--- src/rtl/score_glyph_reader.sv ---
`default_nettype none
// +--------------------------------------------------------------------+
// | score_glyph_reader                                                 |
// | Reads three 3x5 glyphs from the score bitmap and decodes BCD/value |
// | Rev 1.0                                                            |
// +--------------------------------------------------------------------+
module score_glyph_reader #(
  parameter int ADDR_W      = 10,
  parameter int BITMAP_BITS = 769,
  parameter int ROW_STRIDE  = 16
) (
  input  logic                  clk,
  input  logic                  resetn,
  input  logic                  req_valid,
  output logic                  req_ready,
  input  logic [3*ADDR_W-1:0]   req_base,
  output logic                  pix_rd,
  output logic [ADDR_W-1:0]     pix_addr,
  input  logic                  pix_data,
  output logic                  out_valid,
  input  logic                  out_ready,
  output logic [11:0]           out_digits,
  output logic [9:0]            out_value,
  output logic                  out_err
);

  localparam logic [ADDR_W-1:0] c_max_base = ADDR_W'(BITMAP_BITS - 1 - (4*ROW_STRIDE + 2));
  localparam logic [ADDR_W-1:0] c_row_step = ADDR_W'(ROW_STRIDE - 2);

  typedef enum logic [1:0] {IDLE = 2'd0, READ = 2'd1, CHECK = 2'd2, DONE = 2'd3} state_t;

  state_t              r_state, w_next;
  logic [ADDR_W-1:0]   r_base2, r_base3, r_addr;
  logic [1:0]          r_idx, r_col;
  logic [3:0]          r_cnt;
  logic                r_oor, r_rd_d;
  logic [14:0]         r_shift;
  logic [3:0]          r_dig1, r_dig2;
  logic [ADDR_W-1:0]   w_start_base;
  logic                w_start_oor;
  logic [3:0]          w_glyph;
  logic                w_err;
  logic [9:0]          w_value;

  // Glyph rows are matched in drawing order: bit 14 is row0/col0.
  function automatic logic [3:0] decode(input logic [14:0] px);
    logic [14:0] s;
    for (int i = 0; i < 15; i++) s[14-i] = px[i];
    case (s)
      15'b111_101_101_101_111: decode = 4'd0;
      15'b001_001_001_001_001: decode = 4'd1;
      15'b111_001_111_100_111: decode = 4'd2;
      15'b111_001_111_001_111: decode = 4'd3;
      15'b101_101_111_001_001: decode = 4'd4;
      15'b111_100_111_001_111: decode = 4'd5;
      15'b111_100_111_101_111: decode = 4'd6;
      15'b111_001_001_001_001: decode = 4'd7;
      15'b111_101_111_101_111: decode = 4'd8;
      15'b111_101_111_001_111: decode = 4'd9;
      15'b000_000_000_000_000: decode = 4'hE;
      default:                 decode = 4'hF;
    endcase
  endfunction

  function automatic logic [9:0] bin(input logic [3:0] d);
    bin = (d <= 4'd9) ? {6'd0, d} : 10'd0;
  endfunction

  assign req_ready = (r_state == IDLE);
  assign pix_rd    = (r_state == READ);
  assign pix_addr  = pix_rd ? r_addr : '0;
  assign out_valid = (r_state == DONE);

  always_comb begin
    w_start_base = r_base3;
    if (r_state == IDLE)   w_start_base = req_base[3*ADDR_W-1 -: ADDR_W];
    else if (r_idx == 2'd0) w_start_base = r_base2;
    w_start_oor = (w_start_base > c_max_base);
    // The final pixel arrives during CHECK, so it is merged in directly.
    w_glyph = r_oor ? 4'hF : decode({pix_data, r_shift[14:1]});
    w_err   = (r_dig1 == 4'hF) || (r_dig2 == 4'hF) || (w_glyph == 4'hF);
    w_value = w_err ? 10'd0 : (bin(r_dig1) * 10'd100 + bin(r_dig2) * 10'd10 + bin(w_glyph));
  end

  always_comb begin
    w_next = r_state;
    case (r_state)
      IDLE:  if (req_valid) w_next = w_start_oor ? CHECK : READ;
      READ:  if (r_cnt == 4'd14) w_next = CHECK;
      CHECK: if (r_idx == 2'd2) w_next = DONE;
             else           w_next = w_start_oor ? CHECK : READ;
      DONE:  if (out_ready) w_next = IDLE;
      default: w_next = IDLE;
    endcase
  end

  always_ff @(posedge clk or negedge resetn) begin
    if (!resetn) r_state <= IDLE;
    else         r_state <= w_next;
  end

  always_ff @(posedge clk or negedge resetn) begin
    if (!resetn) begin
      r_base2 <= '0; r_base3 <= '0; r_addr <= '0;
      r_idx <= '0; r_col <= '0; r_cnt <= '0;
      r_oor <= 1'b0; r_rd_d <= 1'b0; r_shift <= '0;
      r_dig1 <= '0; r_dig2 <= '0;
      out_digits <= '0; out_value <= '0; out_err <= 1'b0;
    end else begin
      r_rd_d <= pix_rd;
      if (r_rd_d) r_shift <= {pix_data, r_shift[14:1]};
      case (r_state)
        IDLE: if (req_valid) begin
          r_base2 <= req_base[2*ADDR_W-1 -: ADDR_W];
          r_base3 <= req_base[ADDR_W-1:0];
          r_idx   <= 2'd0;
          r_addr  <= w_start_base;
          r_col   <= 2'd0;
          r_cnt   <= 4'd0;
          r_oor   <= w_start_oor;
        end
        READ: begin
          r_cnt <= r_cnt + 4'd1;
          if (r_col == 2'd2) begin
            r_col  <= 2'd0;
            r_addr <= r_addr + c_row_step;
          end else begin
            r_col  <= r_col + 2'd1;
            r_addr <= r_addr + {{(ADDR_W-1){1'b0}}, 1'b1};
          end
        end
        CHECK: begin
          if (r_idx == 2'd0) r_dig1 <= w_glyph;
          if (r_idx == 2'd1) r_dig2 <= w_glyph;
          if (r_idx == 2'd2) begin
            out_digits <= {r_dig1, r_dig2, w_glyph};
            out_err    <= w_err;
            out_value  <= w_value;
          end else begin
            r_idx  <= r_idx + 2'd1;
            r_addr <= w_start_base;
            r_col  <= 2'd0;
            r_cnt  <= 4'd0;
            r_oor  <= w_start_oor;
          end
        end
        default: ;
      endcase
    end
  end

endmodule
`default_nettype wire

--- config.mk ---
export PLATFORM = sky130hd
export DESIGN_NAME = score_glyph_reader
export DESIGN_NICKNAME = d
export VERILOG_FILES = /design/src/rtl/score_glyph_reader.sv
export SDC_FILE = /design/constraint.sdc
export NUM_CORES = 1
export LEC_CHECK = 0
export CORE_ASPECT_RATIO = 0.8
export CORE_MARGIN = 2
export CORE_UTILIZATION = 37
export CTS_CLUSTER_DIAMETER = 200
export DETAILED_ROUTE_END_ITERATION = 8
export DONT_BUFFER_PORTS = 1
export SYNTH_ARGS = -nofsm -noshare
export SYNTH_HDL_FRONTEND = slang
export SYNTH_SLANG_ARGS = --single-unit
--- constraint.sdc ---
create_clock -name clk -period 5.3 [get_ports clk]
set_input_delay 1.06 -clock clk [delete_from_list [all_inputs] [get_ports clk]]
set_output_delay 1.06 -clock clk [all_outputs]
set_load 0.05 [all_outputs]
==> results of run 1 <==
## per-stage QoR
stage	total power, W	hold WS, ns	cell area (sq um)
after floorplan	0.00278	0.469	5030
after global placement	0.00308	0.485	5170
after detailed placement	0.00313	0.494	5170
after CTS	0.00376	0.396	5460
after global routing	0.00405	0.393	5460
final	0.00372	0.413	5460
## cell usage after synthesis, drive strengths merged, types with 3 or more instances
cell,n
dfrtp,87
nand2,74
o21ai,38
mux2,37
ha,31
nor2,30
a21oi,25
inv,24
and2,12
a22o,11
clkbuf,10
mux2i,10
nand3,10
buf,9
nand4,9
nor2b,8
nor3,8
xnor2,8
xor2,7
nor4,6
fa,5
a211oi,4
nand2b,4
o22ai,4
or3,4
a21o,3
nor3b,3
o21a,3
o31ai,3
or2,3
## worst max-delay path, delay by kind of cell
family,cells,cell delay (ns)
fa+ha+maj,3,1.09
xor+xnor,1,0.15
compound gates,4,0.75
simple gates,6,1.41
## power groups by stage
stage	registers, W	logic (W)	clock network, W
floorplan	0.00128	0.00151	0
global placement	0.00141	0.00167	0
detailed placement	0.00142	0.00171	0
CTS	0.00141	0.00171	0.000639
global route	0.00146	0.00193	0.000665
finish	0.00141	0.00170	0.000616
## sequential cells by signal, summed over array words and instances (netlist names), 4 cells and up
register    count
r_base2        10
r_dig2          4
r_shift        14
out_digits     12
r_dig1          4
out_value      10
r_addr         10
r_base3        10
r_cnt           4
## cell families (layout without fill, tap and decap cells)
kind of cell,count (synthesis),in the layout,share of synthesized area
mux,47,47,0.103
compound gates,103,103,0.130
xor+xnor,15,15,0.0261
other cells,0,1,0
simple gates,177,177,0.175
flops,87,87,0.433
fa+ha+maj,36,36,0.0970
buf+inv,43,41,0.0363
## layout make-up
type / instances / area (sq um) / area share
clock buffer: 9 / 225 / 0.0413
antenna: 1 / 2.50 / 0.000459
timing repair buffer: 1 / 7.51 / 0.00138
sequential: 87 / 2180 / 0.399
clock inverter: 7 / 61.3 / 0.0112
inverter: 24 / 90.1 / 0.0165
tap: 180 / 225 / 0.0413
multi-input combinational: 378 / 2670 / 0.489
## worst max-delay path by stage
stage / endpoint / start
after floorplan: out_value[8] / pix_data
after global placement: out_value[8] / pix_data
after detailed placement: out_value[8] / pix_data
after global routing: out_value[8] / pix_data
final: out_value[8] / pix_data
after CTS: out_value[8] / pix_data
## per-layer routing
layer,GRT usage,vias up,wire length (microns)
met2,0.243,64,4860
met4,0.0594,0,154
met1,0.205,1787,5110
li1,-,1772,-
met3,0.0469,13,578
met5,0,-,0
==> qor.yml, run 1 <==
power:
  powerDensity_nw_per_um2: 682
  switching_share: 0.465
  comb_power_share: 0.456
  p_leak_nw: 2.49
  ir_worst_vdd_uv: 230
  cell_internal_pwr_w: 0.00199
  power.switching_w: 0.00173
  clkPwrFrac: 0.165
  p_seq_frac: 0.378
cts:
  postCtsHoldBufs: 0
  clock-sinks: 87
  cts-resized-gates: 0
  numCtsBuffers: 9
  cts_setup_buffers: 0
  cts_max_level: 3
  clockBufferDepth: 2
  clkTransAtPathRegs_ns: 0.07
  cts_tree: "built"
  cts-root-buf: "clkbuf_16"
  insertion_delay_ns: 0.34
sta:
  rsz0062_at_grt: "no"
  setup_viol: 0
  worst_pin_slew_ns: 0.958
  fmax_ghz: 0.236
  setup_tns_ns: 0
  skew_ns: 0.0105
  period_share: 0.799
  min_period_ns: 4.23
  final.setup.worst_slack_ns: 1.07
  relSlewSlack: 0.361
  maxSlewViolCount: 0
  hold_viol_final: 0
floorplan:
  io_pins: 71
  core.rowCount: 38
  fp.dieH_microns: 108
  die_area_sq_um: 14500
  placeableCoreArea_sq_um: 13400
  die_w_microns: 134
  start_util: 0.375
critical_path:
  timing.rr.end: "out_value[8]"
  crit_slowest_cell: "or4_4"
  reg2reg_slack_ns: 1.22
  crit_chain: "and4_1 > nand3_1 > nor4_1 > nor4_2 > or4_4 > nor2_1 > fa_1 > ha_1 > fa_1 > a21o_1 > a21oi_1 > o21ai_0 > xor2_1 > a22o_1"
  cp-start-kind: "primary input"
  path_class: "primary input to flip-flop"
  path_common_cell: "fa_1"
  critical_path.max_fanout: 7
  reg2reg_from: "r_shift[12]"
  critPathRequiredTime_ns: 5.53
  reg2regPathDepth: 14
  worst_ep_arrival_time_ns: 4.47
  cpPeakStageDelay_ns: 0.46
  cp-end-kind: "flip-flop"
detailed_routing:
  drtPass1Iterations: 4
  drt_iter0_markers: 240
  vias: 3636
  final_antenna_net_count: 0
  viasPerCell: 5.29
  routed_wl_mm: 10.7
  drc: 0
  post_drt_wl_per_cell_microns: 15.6
grt:
  grt_usage: 0.156
  antenna_found_initial: 0
  grt.overflow.total: 0
  grt_pass1_vias: 3673
  grt_start_max_net_pins: 88
  grt_pass1_wl_mm: 17.9
yosys:
  seq_area_frac_synth: 0.433
  synth_edf_count: 0
  synthCells: 508
  syn_avg_cell_area_sq_um: 9.90
  syn_nets: 579
  yosysWarnings: 0
  ys_seq_elements: 87
  netlist_area_sq_um: 5030
  ys.flop_type: "dfrtp_1"
  synth_cell_types: 58
  synth_top_area_share: 0.433
  yosysTopAreaCell: "dfrtp_1"
  async_reset_ff_frac: 1.00
  yosys-top-cells-area: "dfrtp_1 (43%), mux2_2 (8.3%), ha_1 (7.7%)"
layout:
  fillers: 1312
  fin_nets: 572
  fin_cells: 687
  post-route-util: 0.407
  drive_above_1_share: 0.136
  final_common_cell: "dfrtp_1"
  final_cell_mix: "dfrtp_1 (87), nand2_1 (74), o21ai_0 (37), mux2_2 (37), ha_1 (31)"
  area_delta_synth_final_pct: 8.53
placement:
  dp_hpwl_mm: 7.79
  place_inst: 670
  dp_worst_setup_slack_ns: 0.770
  io_buffers: 0
  finalWeightedCongestion: 0.871
job:
  cap_violations: 0
run_status:
  outcome: "complete, no violations"
hold_path:
  hold_class: "primary input to async pin"
Power figures use the tool's default switching activity.
==> inputs of run 2 (changes only) <==
==> constraint.sdc (replaced) <==
create_clock -name clk -period 4.35 [get_ports clk]
set_input_delay 0.87 -clock clk [delete_from_list [all_inputs] [get_ports clk]]
set_output_delay 0.87 -clock clk [all_outputs]
set_load 0.05 [all_outputs]
==> qor.yml, run 2 (synthesis results as in run 1) <==
detailed_routing:
  drc: 0
  drt_iter0_markers: 175
  drtPass1Iterations: 4
  routed_wl_mm: 10.7
  post_drt_wl_per_cell_microns: 15.6
  final_antenna_net_count: 0
  vias: 3653
  viasPerCell: 5.32
sta:
  whs_ns: 0.225
  setup_tns_ns: 0
  min_period_ns: 3.99
  setup_viol: 0
  maxSlewViolCount: 0
  worst_pin_slew_ns: 0.930
  rsz0062_at_grt: "no"
  hold_viol_final: 0
  relSlewSlack: 0.380
  period_share: 0.918
  skew_ns: 0.00925
  fmax_ghz: 0.250
power:
  p_leak_nw: 2.48
  powerDensity_nw_per_um2: 829
  p_total_w: 0.00453
  ir_worst_vdd_uv: 451
cts:
  cts_max_level: 3
  clock-sinks: 87
  numCtsBuffers: 9
  insertion_delay_ns: 0.34
  clockBufferDepth: 2
  cts-resized-gates: 0
  cts_tree: "built"
  cts_setup_buffers: 0
  cts-root-buf: "clkbuf_16"
  postCtsHoldBufs: 0
  clkTransAtPathRegs_ns: 0.07
run_status:
  outcome: "complete, no violations"
layout:
  final_common_cell: "dfrtp_1"
  drive_above_1_share: 0.138
  largest_registers: "r_shift: 14 flops, out_digits: 12 flops"
  fin_nets: 573
  area_delta_synth_final_pct: 8.51
  max_flop_register: "r_shift"
  largest_reg_flops: 14
  fillers: 1332
  final_cell_mix: "dfrtp_1 (87), nand2_1 (74), o21ai_0 (37), mux2_2 (37), ha_1 (31)"
  diodes: 0
placement:
  dp_hpwl_mm: 7.90
  finalWeightedCongestion: 0.872
  io_buffers: 0
critical_path:
  cp-start-kind: "flip-flop"
  critical_path.max_fanout: 10
  worst_ep_arrival_time_ns: 4.23
  critPathRequiredTime_ns: 4.58
  crit_start: "r_shift[6]"
  cp-end-kind: "flip-flop"
  path_class: "flip-flop to flip-flop"
  reg2reg_from: "r_shift[6]"
floorplan:
  die_area_sq_um: 14500
  io_pins: 71
  fp.dieH_microns: 108
  placeableCoreArea_sq_um: 13400
  die_w_microns: 134
  core.rowCount: 38
  start_util: 0.375
grt:
  grt_pass1_wl_mm: 18.0
  antenna_found_initial: 0
  grt.overflow.total: 0
  grt_usage: 0.157
  grt_start_max_net_pins: 88
  grt_pass1_vias: 3738
hold_path:
  hold_class: "primary input to async pin"
job:
  cap_violations: 0
==> run 2: worst paths after layout <==
check                                to  slack, ns  cells past startpoint
max                        out_value[8]       0.36                     14
min                        out_value[6]       0.23                      0
max reg2reg                out_value[8]       0.36                     14
min reg2reg                  r_base3[2]       0.50                      1
max in group asynchronous    r_base3[0]       3.97                      0
min in group clk             r_base3[2]       0.50                      1
==> run 2: final cells by class <==
class / instances / area [sq um] / share of cell area
multi-input combinational: 378 / 2670 / 0.489
sequential: 87 / 2180 / 0.399
clock buffer: 9 / 225 / 0.0413
tap: 180 / 225 / 0.0413
inverter: 24 / 90.1 / 0.0165
clock inverter: 7 / 55.1 / 0.0101
timing repair buffer: 2 / 15.0 / 0.00275
==> run 2: per-stage QoR <==
step	utilization	instances	instance area [sq um]	worst slack, ns
CTS	0.407	687	5460	0.365
floorplan	-	508	5030	0.231
global placement	0.386	671	5180	0.128
finish	0.407	687	5460	0.357
global route	0.407	687	5460	0.0619
detailed placement	0.386	671	5180	0.0686
==> run 2: power breakdown <==
group	switching [W]	internal, W
Combinational	0.00120	0.000879
Sequential	0.000562	0.00115
Clock	0.000338	0.000392
==> run 2: critical path, stage by stage, from the launching register on <==
cell     delay [ns]
dfrtp_1        0.53
nand4_1        0.15
or3_1          0.34
nor3_2         0.23
nor4_2         0.11
or4_4          0.46
nor2_1         0.15
fa_1           0.43
ha_1           0.24
fa_1           0.40
a21o_1         0.20
a21oi_1        0.18
o21ai_0        0.13
xor2_1         0.15
a22o_1         0.19
==> run 2: per-layer routing <==
layer	global-route usage	share of wire	vias to the layer above
met5	0	0	-
met4	0.0632	0.018	0
met3	0.0553	0.072	16
met2	0.251	0.46	104
met1	0.196	0.45	1757
li1	-	-	1776
==> RTL change, RTL diff (settings of run 2) <==
The 4 states of `state_t` get a one-hot encoding in 4 bits.
--- a/src/rtl/score_glyph_reader.sv
+++ b/src/rtl/score_glyph_reader.sv
@@ -29,3 +29,3 @@
 
-  typedef enum logic [1:0] {IDLE = 2'd0, READ = 2'd1, CHECK = 2'd2, DONE = 2'd3} state_t;
+  typedef enum logic [3:0] {IDLE = 4'b0001, READ = 4'b0010, CHECK = 4'b0100, DONE = 4'b1000} state_t;
 
Function: no difference found for any inputs over 4 cycles, from zero or initial values and one cycle with resetn low; so few cycles prove little.
==> RTL change against run 2 <==
Core utilization grew 0.53 points; sequential cell count increased by 2; worst hold slack lost 0.011 ns; synthesized area is 1.6% higher; final area is 2.0% higher; sequential share of layout area rose by 0.13 points; wire length increased by 3.4%; power shrank 16%; worst setup slack improved by 0.13 ns; critical path type unchanged; critical endpoint unchanged.
==> RTL change: results (changes against run 2) <==
| Metric | Value |
|---|---|
| Initial drt markers | `220 (was 175)` |
| Largest regs | `r_shift: 14 flops, out_digits: 12 flops (unchanged)` |
| Share of post-route cells with drive strength above 1 | `0.149 (was 0.138)` |
| Netlist cell types | `58 (unchanged)` |
| Synth cell count leaders | `dfrtp_1, mux2_2, nand2_1 (was dfrtp_1, nand2_1, mux2_2, o21ai_0, ha_1)` |
| CP max FO | `5 (was 10)` |
| Total GRT Usage | `0.155 (was 0.157)` |
| Type of the worst min-delay path | `primary input to async pin (unchanged)` |
| DR vias/cell | `5.43 (was 5.32)` |
| FILL cells | `1,292 (was 1,332)` |
| Vias in the first global route | `3,418 (was 3,738)` |
| GPL Wtd Cong | `0.844 (was 0.872)` |
| Total CTS buffers | `9 (unchanged)` |
| IO buf count | `0 (unchanged)` |
| Placed insts | `655 (was 671)` |
| Adder-cell share of the synthesized area | `0.0955 (was 0.0970)` |
| Post-synthesis compound-gate area fraction | `0.136 (was 0.130)` |
| Post_cts resized | `0 (unchanged)` |
| DP Area | `5280 sq um (was 5180 sq um)` |
| H-tree levels | `3 (unchanged)` |
| Post-Synth XOR/XNOR Area | `0.0223 (was 0.0261)` |
| Yosys warns | `0 (unchanged)` |
| Vias | `3,644 (was 3,653)` |
| Post-Syn Nets | `561 (was 579)` |
| Postcts setup bufs | `0 (unchanged)` |
| Post-synthesis sequential area ratio | `0.436 (was 0.433)` |
| Initial antenna violation count | `0 (unchanged)` |
| Logic pwr share | `0.431 (was 0.459)` |
| Peak supply drop | `0.246 mV (was 0.451 mV)` |
| Largest cells by area after synthesis | `dfrtp_1, mux2_2, ha_1, nand2_1, o21ai_0 (unchanged)` |
| Sw power | `0.00160 W (was 0.00210 W)` |
| Asr flop ratio synth | `1.00 (unchanged)` |
| Synthesis-to-finish area growth | `8.96% (was 8.51%)` |
| WL final | `11.1 mm (was 10.7 mm)` |
| Drt first pass iters | `4 (unchanged)` |
| Worst-path clk slew | `0.07 ns (about the same)` |
| Largest net degree at the start of global routing | `90 (was 88)` |
| Syn Inst Count | `490 (was 508)` |
| Outcome | `complete, no violations (unchanged)` |
| Worst-skew pair later-pin latency | `0.35 ns` |
| Mux share of post-synthesis cell area | `0.121 (was 0.103)` |
| Leakage power | `2.55 nW (was 2.48 nW)` |
| Post-DP HPWL | `8.10 mm (was 7.90 mm)` |
| Clock power share | `0.198 (was 0.161)` |
| Worst Clk Skew | `0.0111 ns (was 0.00925 ns)` |
| Worst-Margin Slew | `0.950 ns (was 0.930 ns)` |
| Wire length of the first global-routing pass | `17.7 mm (was 18.0 mm)` |
| Maxcap violations | `0 (unchanged)` |
| Root Driver | `clkbuf_16 (unchanged)` |
| Clock buffer depth | `2 (unchanged)` |
| Ant diodes | `0 (unchanged)` |
RTL change: cell types whose count changed after synthesis, sizes merged, moves of 3 or more:
cell,change
nand2,-31
mux2,+9
a21oi,+5
nand4b,+4
buf,-4
nor4,-3
a32o,+4
o21ai,-7
clkbuf,+3
RTL change: routing by layer:
layer	vias up	global-route usage	share of wire
li1	1767	-	-
met1	1792	0.222	0.49
met2	77	0.225	0.44
met3	8	0.0525	0.060
met4	0	0.0365	0.010
met5	-	0	0
RTL change: path summary, 6_finish.rpt:
check,from,end,slack (ns),depth (start not counted)
setup / recovery,r_shift[14],out_value[8],0.49,14
max in group asynchronous,resetn,r_state[0],3.93,0
hold reg to reg,r_base3[9],r_base3[9],0.50,1
setup reg to reg,r_shift[14],out_value[8],0.49,14
min in group clk,r_base3[9],r_base3[9],0.50,1
hold / removal,resetn,out_value[9],0.21,0
RTL change: worst max-delay path, cell delays in order (launching register included):
cell,delay [ns]
dfrtp_1,0.40
nor4_1,0.58
o2bb2ai_1,0.19
nand4b_1,0.21
o21a_1,0.19
nor2_1,0.14
fa_1,0.44
ha_1,0.24
fa_1,0.41
a21o_1,0.20
a21oi_1,0.22
o21bai_1,0.09
a21oi_1,0.18
xnor2_1,0.09
a22o_1,0.19
RTL change: area by class of cell:
type	count	area share
inverters	23	0.0178
well taps	180	0.0405
clock buffers	11	0.0454
repair buffers	3	0.00405
multi-input cells	360	0.485
clock inverters	5	0.00674
flip-flops and latches	89	0.400
RTL change: per-stage QoR:
step / setup slack, ns / total power, W
2_1_floorplan: 0.682 / 0.00270
3_3_place_gp: 0.494 / 0.00300
3_5_place_dp: 0.421 / 0.00305
4_1_cts: 0.492 / 0.00383
5_1_grt: 0.128 / 0.00410
6_report: 0.488 / 0.00379
